[config.mk]
export PLATFORM = sky130hd
export DESIGN_NAME = gpio_regs
export DESIGN_NICKNAME = d
export VERILOG_FILES = /design/src/rtl/gpio_regs.sv
export SDC_FILE = /design/constraint.sdc
export NUM_CORES = 1
export LEC_CHECK = 0
export BUFFER_PORTS_ARGS = -buffer_cell sky130_fd_sc_hd__buf_4
export CORE_ASPECT_RATIO = 0.8
export CORE_MARGIN = 2
export CORE_UTILIZATION = 40
export CTS_CLUSTER_SIZE = 16
export DETAILED_ROUTE_END_ITERATION = 10
export PLACE_DENSITY = 0.69
export SLEW_MARGIN = 20
export SYNTH_ARGS = -nofsm -noshare
export SYNTH_HDL_FRONTEND = slang
export SYNTH_SLANG_ARGS = --single-unit
[constraint.sdc]
create_clock -name clk -period 26.8 [get_ports clk]
set_input_delay 4.02 -clock clk [delete_from_list [all_inputs] [get_ports clk]]
set_output_delay 4.02 -clock clk [all_outputs]
set_load 0.01 [all_outputs]
[src/rtl/gpio_regs.sv]
// GPIO register file: two CPU-writable output registers, two synchronized
// input ports with sticky change flags, an interrupt line and a read mux.
// Change detection is held off for ARM_CYCLES edges after reset so inputs
// flushing through the zeroed synchronizers do not raise false events.
module gpio_regs #(
    parameter int unsigned WIDTH      = 32,
    parameter int unsigned ARM_CYCLES = 3
) (
    input  logic             clk,
    input  logic             rst,
    input  logic             WE1,
    input  logic             WE2,
    input  logic [1:0]       RdSel,
    input  logic             RE,
    input  logic [WIDTH-1:0] WD,
    input  logic [WIDTH-1:0] gpI1,
    input  logic [WIDTH-1:0] gpI2,
    output logic [WIDTH-1:0] gpO1,
    output logic [WIDTH-1:0] gpO2,
    output logic [WIDTH-1:0] RD,
    output logic [1:0]       chg,
    output logic             irq
);

    typedef enum logic {
        StDisarmed,
        StArmed
    } arm_state_e;

    localparam logic [2:0] ArmLast = 3'(ARM_CYCLES - 1);
    localparam logic [2:0] ArmFull = 3'(ARM_CYCLES);

    logic [WIDTH-1:0] r_gpo1;
    logic [WIDTH-1:0] r_gpo2;

    logic [WIDTH-1:0] r_s1_1;
    logic [WIDTH-1:0] r_s2_1;
    logic [WIDTH-1:0] r_h_1;
    logic [WIDTH-1:0] r_s1_2;
    logic [WIDTH-1:0] r_s2_2;
    logic [WIDTH-1:0] r_h_2;

    logic [1:0]       r_chg;
    arm_state_e       r_arm_state;
    logic [2:0]       r_arm_cnt;

    logic             w_armed;
    logic [1:0]       w_diff;
    logic [1:0]       w_set;
    logic [1:0]       w_clr;
    logic [WIDTH-1:0] w_rd;

    // Output registers: each strobe loads WD; both strobes together load both.
    always_ff @(posedge clk or posedge rst) begin
        if (rst) begin
            r_gpo1 <= '0;
            r_gpo2 <= '0;
        end else begin
            if (WE1) begin
                r_gpo1 <= WD;
            end
            if (WE2) begin
                r_gpo2 <= WD;
            end
        end
    end

    // Two-flop synchronizers plus a history stage holding the previous s2.
    always_ff @(posedge clk or posedge rst) begin
        if (rst) begin
            r_s1_1 <= '0;
            r_s2_1 <= '0;
            r_h_1  <= '0;
            r_s1_2 <= '0;
            r_s2_2 <= '0;
            r_h_2  <= '0;
        end else begin
            r_s1_1 <= gpI1;
            r_s2_1 <= r_s1_1;
            r_h_1  <= r_s2_1;
            r_s1_2 <= gpI2;
            r_s2_2 <= r_s1_2;
            r_h_2  <= r_s2_2;
        end
    end

    // Arm FSM: count edges after reset, then stay armed until the next reset.
    always_ff @(posedge clk or posedge rst) begin
        if (rst) begin
            r_arm_state <= StDisarmed;
            r_arm_cnt   <= '0;
        end else begin
            unique case (r_arm_state)
                StDisarmed: begin
                    if (r_arm_cnt == ArmLast) begin
                        r_arm_cnt   <= ArmFull;
                        r_arm_state <= StArmed;
                    end else begin
                        r_arm_cnt <= r_arm_cnt + 3'd1;
                    end
                end
                StArmed: begin
                    r_arm_cnt   <= ArmFull;
                    r_arm_state <= StArmed;
                end
                default: begin
                    r_arm_cnt   <= '0;
                    r_arm_state <= StDisarmed;
                end
            endcase
        end
    end

    // Per-port change detection and read-acknowledge decode.
    always_comb begin
        w_armed  = (r_arm_state == StArmed);
        w_diff   = '0;
        w_diff[0] = (r_s2_1 != r_h_1);
        w_diff[1] = (r_s2_2 != r_h_2);
        w_set    = {2{w_armed}} & w_diff;
        w_clr    = '0;
        w_clr[0] = RE && (RdSel == 2'b00);
        w_clr[1] = RE && (RdSel == 2'b01);
    end

    // Sticky flags: a set in the same cycle as a clear wins, so no event is lost.
    always_ff @(posedge clk or posedge rst) begin
        if (rst) begin
            r_chg <= '0;
        end else begin
            r_chg <= w_set | (r_chg & ~w_clr);
        end
    end

    // Read mux straight off the register contents, no extra latency.
    always_comb begin
        w_rd = '0;
        unique case (RdSel)
            2'b00:   w_rd = r_s2_1;
            2'b01:   w_rd = r_s2_2;
            2'b10:   w_rd = r_gpo1;
            2'b11:   w_rd = r_gpo2;
            default: w_rd = '0;
        endcase
    end

    assign gpO1 = r_gpo1;
    assign gpO2 = r_gpo2;
    assign RD   = w_rd;
    assign chg  = r_chg;
    assign irq  = |r_chg;

endmodule

* After elaboration in Yosys (flattened, before gate mapping)
Cells that the tools add are included.
Storage, ports and cells: bits of input ports 103, output and inout bits 99, register bits 262, logic and storage cells 32
Operators by class: bitwise gates (word level) 5, equality and inequality tests 6, multiplexer cells 5, add/subtract/negate cells 1, reductions and logical operators 4
Operator list (number):
- $pmux 32 s4 | 1
- $ne 32x32->1 | 2
- $pmux 3 s2 | 1
- $and 2x2->2 | 2
- $eq 2x2->1 const B | 2
- $add 3x1->3 const B | 1
- $eq 3x2->1 const B | 1
- $mux 3 | 1
- $eq 2x1->1 const B | 1
- $logic_and 1x1->1 | 2
- $logic_not 2->1 | 1
- $not 2->2 | 1
- $or 2x2->2 | 1
- $pmux 1 s2 | 1
- $reduce_or 2->1 | 1
- $mux 1 | 1
- $not 1->1 | 1

* Depth between registers and ports, before layout
Gate-level depths: netlist of the first run.
word-level depth 5, mapped depth 6, depth with buffers taken out 5

* Least setup slack after synthesis of the first run
No wires, ideal clock.
kind input to output, start point in RdSel[0], end point out RD[2], setup slack 17.961 ns, required time 22.780 ns, arrival 4.819 ns, stages 3, buffers on the path 2, path through buf_6 > buf_6 > mux4_2
On the way: cells in the longest elaborated chain, start to end 2, elaborated cells on any way between the ends 5, those cells by class 3 x eq/ne; 1 x mux; 1 x reduce/logical
RTL lines:
- from (decl) | line 13 | input logic [1:0] RdSel,
- $eq 2x2->1, or another cell as far along | line 138 | unique case (RdSel)
- $pmux 32 s4 * | line 138
- to (decl) | line 20 | output logic [WIDTH-1:0] RD,
Mark *: on every way between the ends. The rest lies on a longest branch, timed or not.

* Worst setup path in the final report of the first run
start point in RdSel[0], end point out RD[31]
Same word-level chain as after synthesis.

==> results.md, run 1 <==
- The total area of sequential cells is 6560 sq um.
- The first routing iteration left 182 violations.
- The synthesized netlist occupies a cell area of 8940 sq um.
- The worst path uses 35.0% of the clock period.
- The insertion delay of the later-clocked pin in the worst-skew pair is 0.52 ns.
- The number of gates resized after cts is 0.
- The number of buffer cells added on primary ports is 201.
- The region available for standard cell placement spans 21,700 sq um.
- The longest clock path from root to sink contains 3 buffers.
- The die outline area is 23,600 sq um.
- The repair_antennas step left the layout with diodes totalling 0.
- The final non-filler cell total is 1,013.
- Between clock sinks in the finished design, the worst skew comes to 0.00860 ns.
- The number of setup violations in the final report is 0.
- The capturing point of the worst reg2reg path is chg[0].
- The total grt overflow is 0.
- The initial antenna violation count is 0.
- Across the VDD grid, the largest voltage drop is 0.0442 mV.
- The startpoint of the lowest-slack register-to-register path is r_s2_1[26].
- The floorplan has 48 rows.
- The first-pass iteration count of the detailed router is 4.
- Entering global routing, the biggest net connects 101 pins.
- Across the run, the number of max-cap violations was 0.
- The fill cell instance count of the final layout is 1,772.
- The number of nets handed over by synthesis was 582.
- For flop-to-flop paths, the worst setup slack is 24.89 ns.
- After detailed routing, the number of remaining DRC violations is 0.
- The area added between synthesis and finish is 31.5%.
- The top cell types in the final layout, fill and taps aside, are sky130_fd_sc_hd__dfrtp_1, sky130_fd_sc_hd__buf_4, sky130_fd_sc_hd__xor2_1, sky130_fd_sc_hd__mux2_2, sky130_fd_sc_hd__mux4_2.
- The count of cell types in the netlist is 22.
- The count of nets left with antenna violations once routing finished came out at 0.
- Setup repair after global routing left no endpoint under its margin.
- The design draws 938 uW.
- Across all layers, the routed design uses 4,760 vias.
- In this run, post-CTS hold repair placed 0 buffers.
- The total detailed-routing wirelength is 18,700 um.
- At the pin with the least slew margin, the transition time is 0.972 ns.
- The critical path is of the input port to output port type.
- In this run the mean area of a mapped cell was 18.7 sq um.
- The first-pass GRT wire length is 29,000 um.
- The number of failing hold endpoints at the final stage is 0.
- In this run the number of H-tree levels came out at 1.
- The synthesized design contains 262 register bits.
- Counting every sink on the clock net gives 262.
- The count of boundary I/O pins is 202.
- For the worst setup path, the data required time is 22.78 ns.
- The final net count is 798.
- The post-detailed-route via-to-cell ratio is 4.70.
- For the final routed database, the setup TNS stands at 0 ns.
- TritonCTS built the clock tree.
- Post-CTS timing repair inserted 0 buffers for setup.
- Leaving out fill and tap cells, the most frequent cell in the layout is sky130_fd_sc_hd__dfrtp_1.
- Measured on the finished design, the core utilization comes to 54.1%.
- Synthesis handed over a netlist of 477 instances.
- The global-route usage over all layers is 16.0%.
- The remaining max-slew budget at the tightest pin is 35.2%.
- In this run, synthesis inferred 0 flip-flops with an integrated enable.
- The maximum fanout encountered on the critical timing path is 34.
- The worst min-delay path endpoint is r_s2_2[13].
- The fraction of final layout cells with drive strength greater than 1 is 47.8%.
- Static timing analysis puts the maximum clock frequency at 0.107 GHz.
- For this design the static power due to leakage is 0.00533 uW.
- The worst path in the final design needs a cycle of 9.38 ns, including I/O delays and setup.
- The HPWL reported at the end of detailed placement is 12,900 um.
- For this design the ratio of total power to cell area is 79.8 nW/um^2.
- The worst min-delay path class is flip-flop to flip-flop.
- The congestion estimate from routability-driven global placement came to 0.769.
- Counting flops with an async set or reset pin after synthesis yields a share of 100%.
- Counting instances, the worst hold path has a depth of 0.
- The number of placed instances, taps included, is 964.
- In this run the most critical hold path is launched from r_s1_2[13].
- The die span in x is 171 um.
- The initial utilization of the core area, before any placement, comes to 41.1%.
- The capturing element type of the critical path is an output port.
- The via count of the first global-routing pass came to 5,268.
- The buffer type at the clock tree root is sky130_fd_sc_hd__clkbuf_16.
- In the final routed layout, each cell accounts on average for 18.4 um.
- The worst register-to-register path has a depth of 5.
- The share of the Yosys chip area taken by registers is 73.3%.
- The multi-input combinational cells in the finished layout cover a total of 2240 sq um.
- The flow ran to the end, and the final reports show no timing, DRC or antenna violations.
- The number of warnings issued by yosys is 0.
- The die span in y is 138 um.
- In the synthesized netlist the dominant register cell turns out to be sky130_fd_sc_hd__dfrtp_1.
- The data arrival time of the worst path is 5.36 ns.
- The total clock buffers created by CTS is 26.
- The clock-pin slew reported for the worst setup and hold paths after clock tree synthesis is 0.06 ns.
- The number of max-slew violations in the final report was 0.
- STA classifies the critical path startpoint as an input port.
[state kept, by name (all words and copies together) (netlist names)]
signal       count
r_h_2           32
chg              2
gpO1            32
r_s1_2          32
r_s1_1          32
r_arm_cnt        3
r_arm_state      1
r_s2_1          32
r_s2_2          32
gpO2            32
r_h_1           32
[per-layer routing]
metal	GRT usage (%)	part of all wire, %	wire length, um	vias to the layer above
met1	22.4	44	8300	2464
met4	4.94	2.9	542	0
met2	24.5	45	8440	160
li1	-	-	-	2105
met5	0	0	0	-
met3	4.54	7.5	1390	31
[logic make-up after synthesis]
family                   synth area share [%]
multiplexers                             16.3
flip-flops                               73.3
adder cells (fa/ha/maj)                 0.280
AND/OR/NAND/NOR                          1.80
XOR/XNOR                                 6.37
buffers and inverters                    1.64
AO/OA/AOI/OAI                           0.308
[through the flow]
stage          cell area, sq um  worst slack, ns  hold WS [ns]
2_1_floorplan              8940            15.57         0.331
3_3_place_gp              10700            17.45         0.332
3_5_place_dp              10700            17.39         0.335
4_1_cts                   11700            17.41         0.349
5_1_grt                   11800            17.33         0.349
6_report                  11800            17.42         0.346
[Yosys cell counts (all sizes together) (2+ instances only)]
cell,count,area [sq um]
xor2,64,561
buf,14,124
ha,2,25.0
dfrtp,262,6560
nand4,4,25.0
mux2,64,721
mux4,32,736
clkbuf,2,7.51
or2,2,12.5
nand2,2,7.51
o21ai,4,20.0
inv,4,15.0
nand2b,2,12.5
nor4,16,100
[worst max-delay path: stages]
cell,delay [ns]
sky130_fd_sc_hd__buf_4,0.51
sky130_fd_sc_hd__mux4_1,0.65
sky130_fd_sc_hd__buf_4,0.16
[worst max-delay path by stage]
| stage | to | cells after the start | slack (ns) | startpoint |
|---|---|---|---|---|
| floorplan | chg[0] | 1 | 15.57 | rst |
| CTS | RD[31] | 3 | 17.41 | RdSel[0] |
| detailed placement | RD[31] | 3 | 17.39 | RdSel[0] |
| global route | RD[31] | 3 | 17.33 | RdSel[0] |
| finish | RD[31] | 3 | 17.42 | RdSel[0] |
| global placement | RD[31] | 3 | 17.45 | RdSel[0] |
[cell type report]
| cell class | count | area share, % |
|---|---|---|
| clock buffers | 34 | 6.40 |
| flip-flops and latches | 262 | 55.8 |
| inverters | 4 | 0.192 |
| clock inverters | 14 | 2.19 |
| well taps | 300 | 3.19 |
| repair buffers | 204 | 13.2 |
| multi-input cells | 195 | 19.1 |
[power by group]
part | total (uW) | switching [uW] | internal, uW
logic | 88.6 | 38.3 | 50.2
registers | 437 | 16.4 | 420
clock network | 413 | 148 | 265
total | 938 | 202 | 736
(Power assumes the default switching activity.)
==> run 2: changes to the inputs <==
clock period = 8.77 ns   (was 26.8 ns; I/O delays follow)
==> run 2 against run 1 <==
Largest cell class unchanged. Global-route usage increased by 0.098 points. Sequential power increased to 3.0 times the previous value. Flip-flop and latch count unchanged. Via count decreased by 1.1%. Routed wire length increased by 0.31%. Highest routed layer unchanged. Clock-buffer cell count unchanged. Worst hold slack got worse by 0.0034 ns.
==> results.md, run 2 (synthesis gave the netlist of run 1 again) <==
- The via count of the first global-routing pass is 5,159.
- The maximum buffer depth of the clock tree is 3.
- The number of routed nets with antenna violations is 0.
- The maximum fanout encountered on the critical timing path is 34.
- The most numerous cell on the critical path is sky130_fd_sc_hd__buf_4.
- The internal portion of the total power is 2160 uW.
- The power density normalized to cell area is 238 nW/um^2.
- The critical path's top delay family is buffers and inverters.
- Detailed routing inserted a total of 4,706 vias.
- The post-detailed-route via-to-cell ratio is 4.67.
- The number of antenna diodes is 0.
- The number of buffer and inverter instances along the worst setup path is 2.
- Across the run, the number of max-cap violations was 0.
- The root buffer cell chosen for the clock tree is sky130_fd_sc_hd__clkbuf_16.
- The met3 layer usage reported by global route is 3.94%.
- At the pin with the least slew margin, the transition time is 0.769 ns.
- Summed over all layers, the global routing overflow is 0.
- Clock-pin slew was measured on the worst setup and hold paths at 0.06 ns.
- The worst min-delay path class is flip-flop to flip-flop.
- In the final routed layout, each cell accounts on average for 18.6 um.
- The insertion delay of the later-clocked pin in the worst-skew pair is 0.52 ns.
- The cell area after layout is 11,600 sq um.
- For this configuration, the core starts out at a cell density of 41.1%.
- Combinational cells account for 9.7% of the total power.
- The detailed-route DRC error count is 0.
- The reported net switching power is 611 uW.
- After detailed routing, the total wire length is 18,700 um.
- The initial antenna violation count is 0.
- The slowest stage of the critical path belongs to the cell sky130_fd_sc_hd__mux4_1.
- The setup total negative slack is 0 ns.
- The flow ran to the end, and the final reports show no timing, DRC or antenna violations.
- The layer carrying the most global-route usage is met2.
- The number of failing hold endpoints at the final stage is 0.
- The die span in y is 138 um.
- The remaining max-slew budget at the tightest pin is 48.7%.
- The area after detailed placement is 10,700 sq um.
- In this run the core area contains 48 standard-cell rows.
- TritonCTS built the clock tree.
- The met2 demand-to-capacity share in global routing is 24.0%.
- The worst setup path is launched from an input port.
- The HPWL reported at the end of detailed placement is 13,000 um.
- The global-route usage over all layers is 16.1%.
- The portion of total power attributed to the clock network is 42.0%.
- The routability congestion estimate from global placement is 0.776.
- The total clock buffers created by CTS is 26.
- In the final layout, the share of cells above drive strength 1 is 47.5%.
- Final hold analysis gives a worst-case slack of 0.343 ns.
- The number of gates resized after cts is 0.
- The post-CTS setup buffer count is 0.
- The first-pass GRT wire length is 29,000 um.
- Input and output buffers added on the ports amount to 201.
- For this run, global-route usage on met1 was measured as 23.8%.
- The leakage power is 0.00528 uW.
- In this run, post-CTS hold repair placed 0 buffers.
- The switching portion of total power is 22.1%.
- At the worst endpoint, the required time is 7.45 ns.
- The worst ir drop on vdd is 0.0979 mV.
- The final net count is 797.
- Data arrives at the worst endpoint at 2.66 ns.
- The CTS H-tree depth is 1.
- The signal on the critical path passes through buf_4, mux4_1, buf_4.
- Timing would allow up to 0.252 GHz.
- The first-pass iteration count of the detailed router is 4.
- Leaving out fill and tap cells, the most frequent cell in the layout is sky130_fd_sc_hd__dfrtp_1.
- In this run the horizontal extent of the chip is 171 um.
- The area added between synthesis and finish is 30.2%.
- In this run, the number of DRC markers left after iteration 0 of detailed routing was 181.
- Setup violations remaining at the end of the flow were counted as 0.
- Entering global routing, the biggest net connects 90 pins.
- In the finished design, the share of the clock period the worst path needs comes to 45.3%.
- The sink count of the clock tree is 262.
- The sequential fraction of design power is 48.2%.
- 202 I/O pins were placed.
- STA classifies the critical path endpoint as an output port.
- For the finished layout, the period the worst path requires is 3.97 ns.
- The region available for standard cell placement spans 21,700 sq um.
- The type of the setup path with the least slack is input port to output port.
- The top cell types in the final layout, fill and taps aside, are sky130_fd_sc_hd__dfrtp_1, sky130_fd_sc_hd__buf_4, sky130_fd_sc_hd__xor2_1, sky130_fd_sc_hd__mux2_2, sky130_fd_sc_hd__mux4_2.
- The die covers 23,600 sq um.
- Setup repair after global routing left no endpoint under its margin.
- The delay of the slowest critical-path stage is 0.65 ns.
- The maximum clock skew at final layout is 0.0135 ns.
- The number of max-slew violations in the final report is 0.
## run 2: worst paths after layout
kind / start / to / slack (ns) / cells past startpoint
worst max-delay path: RdSel[0] / RD[31] / 4.80 / 3
worst min-delay path: r_s1_2[13] / r_s2_2[13] / 0.34 / 0
worst max register to register: r_s2_1[26] / chg[0] / 6.93 / 5
worst min register to register: r_s1_2[13] / r_s2_2[13] / 0.34 / 0
max in group asynchronous: rst / r_s1_1[10] / 6.70 / 3
min in group asynchronous: rst / r_s1_1[1] / 0.90 / 2
## run 2: area by class of cell
| cell class | count | area, sq um |
|---|---|---|
| fillers | 1762 | 10100 |
| flip-flops and latches | 262 | 6560 |
| multi-input cells | 195 | 2240 |
| repair buffers | 203 | 1530 |
| clock buffers | 34 | 752 |
| well taps | 300 | 375 |
| clock inverters | 10 | 164 |
| inverters | 4 | 22.5 |
## run 2: power by group through the flow
| stage | sequential, uW | combinational, uW | clock (uW) |
|---|---|---|---|
| detailed placement | 1360 | 273 | 0 |
| global placement | 1350 | 266 | 0 |
| CTS | 1340 | 274 | 1190 |
| floorplan | 1360 | 125 | 0 |
| finish | 1330 | 269 | 1160 |
| global route | 1340 | 293 | 1240 |
## run 2: worst register-to-register path: cells and delay by family (launching register included)
family          cells  cell delay [ns]
xor+xnor            1             0.15
compound gates      1             0.20
flops               1             0.41
simple gates        3             0.98
## run 2: through the flow
step / instances / util (%) / worst slack [ns] / total power [uW]
2_1_floorplan: 477 / - / 0.243 / 1480
3_3_place_gp: 964 / 49.3 / 4.83 / 1620
3_5_place_dp: 964 / 49.3 / 4.77 / 1630
4_1_cts: 1008 / 53.5 / 4.78 / 2800
5_1_grt: 1008 / 53.5 / 4.73 / 2880
6_report: 1008 / 53.5 / 4.80 / 2770
## run 2: layer usage
metal  share of wire, %  vias to the layer above
met5                  0                        -
met4                2.2                        0
met3                6.2                       31
met2                 45                      153
met1                 46                     2432
li1                   -                     2090
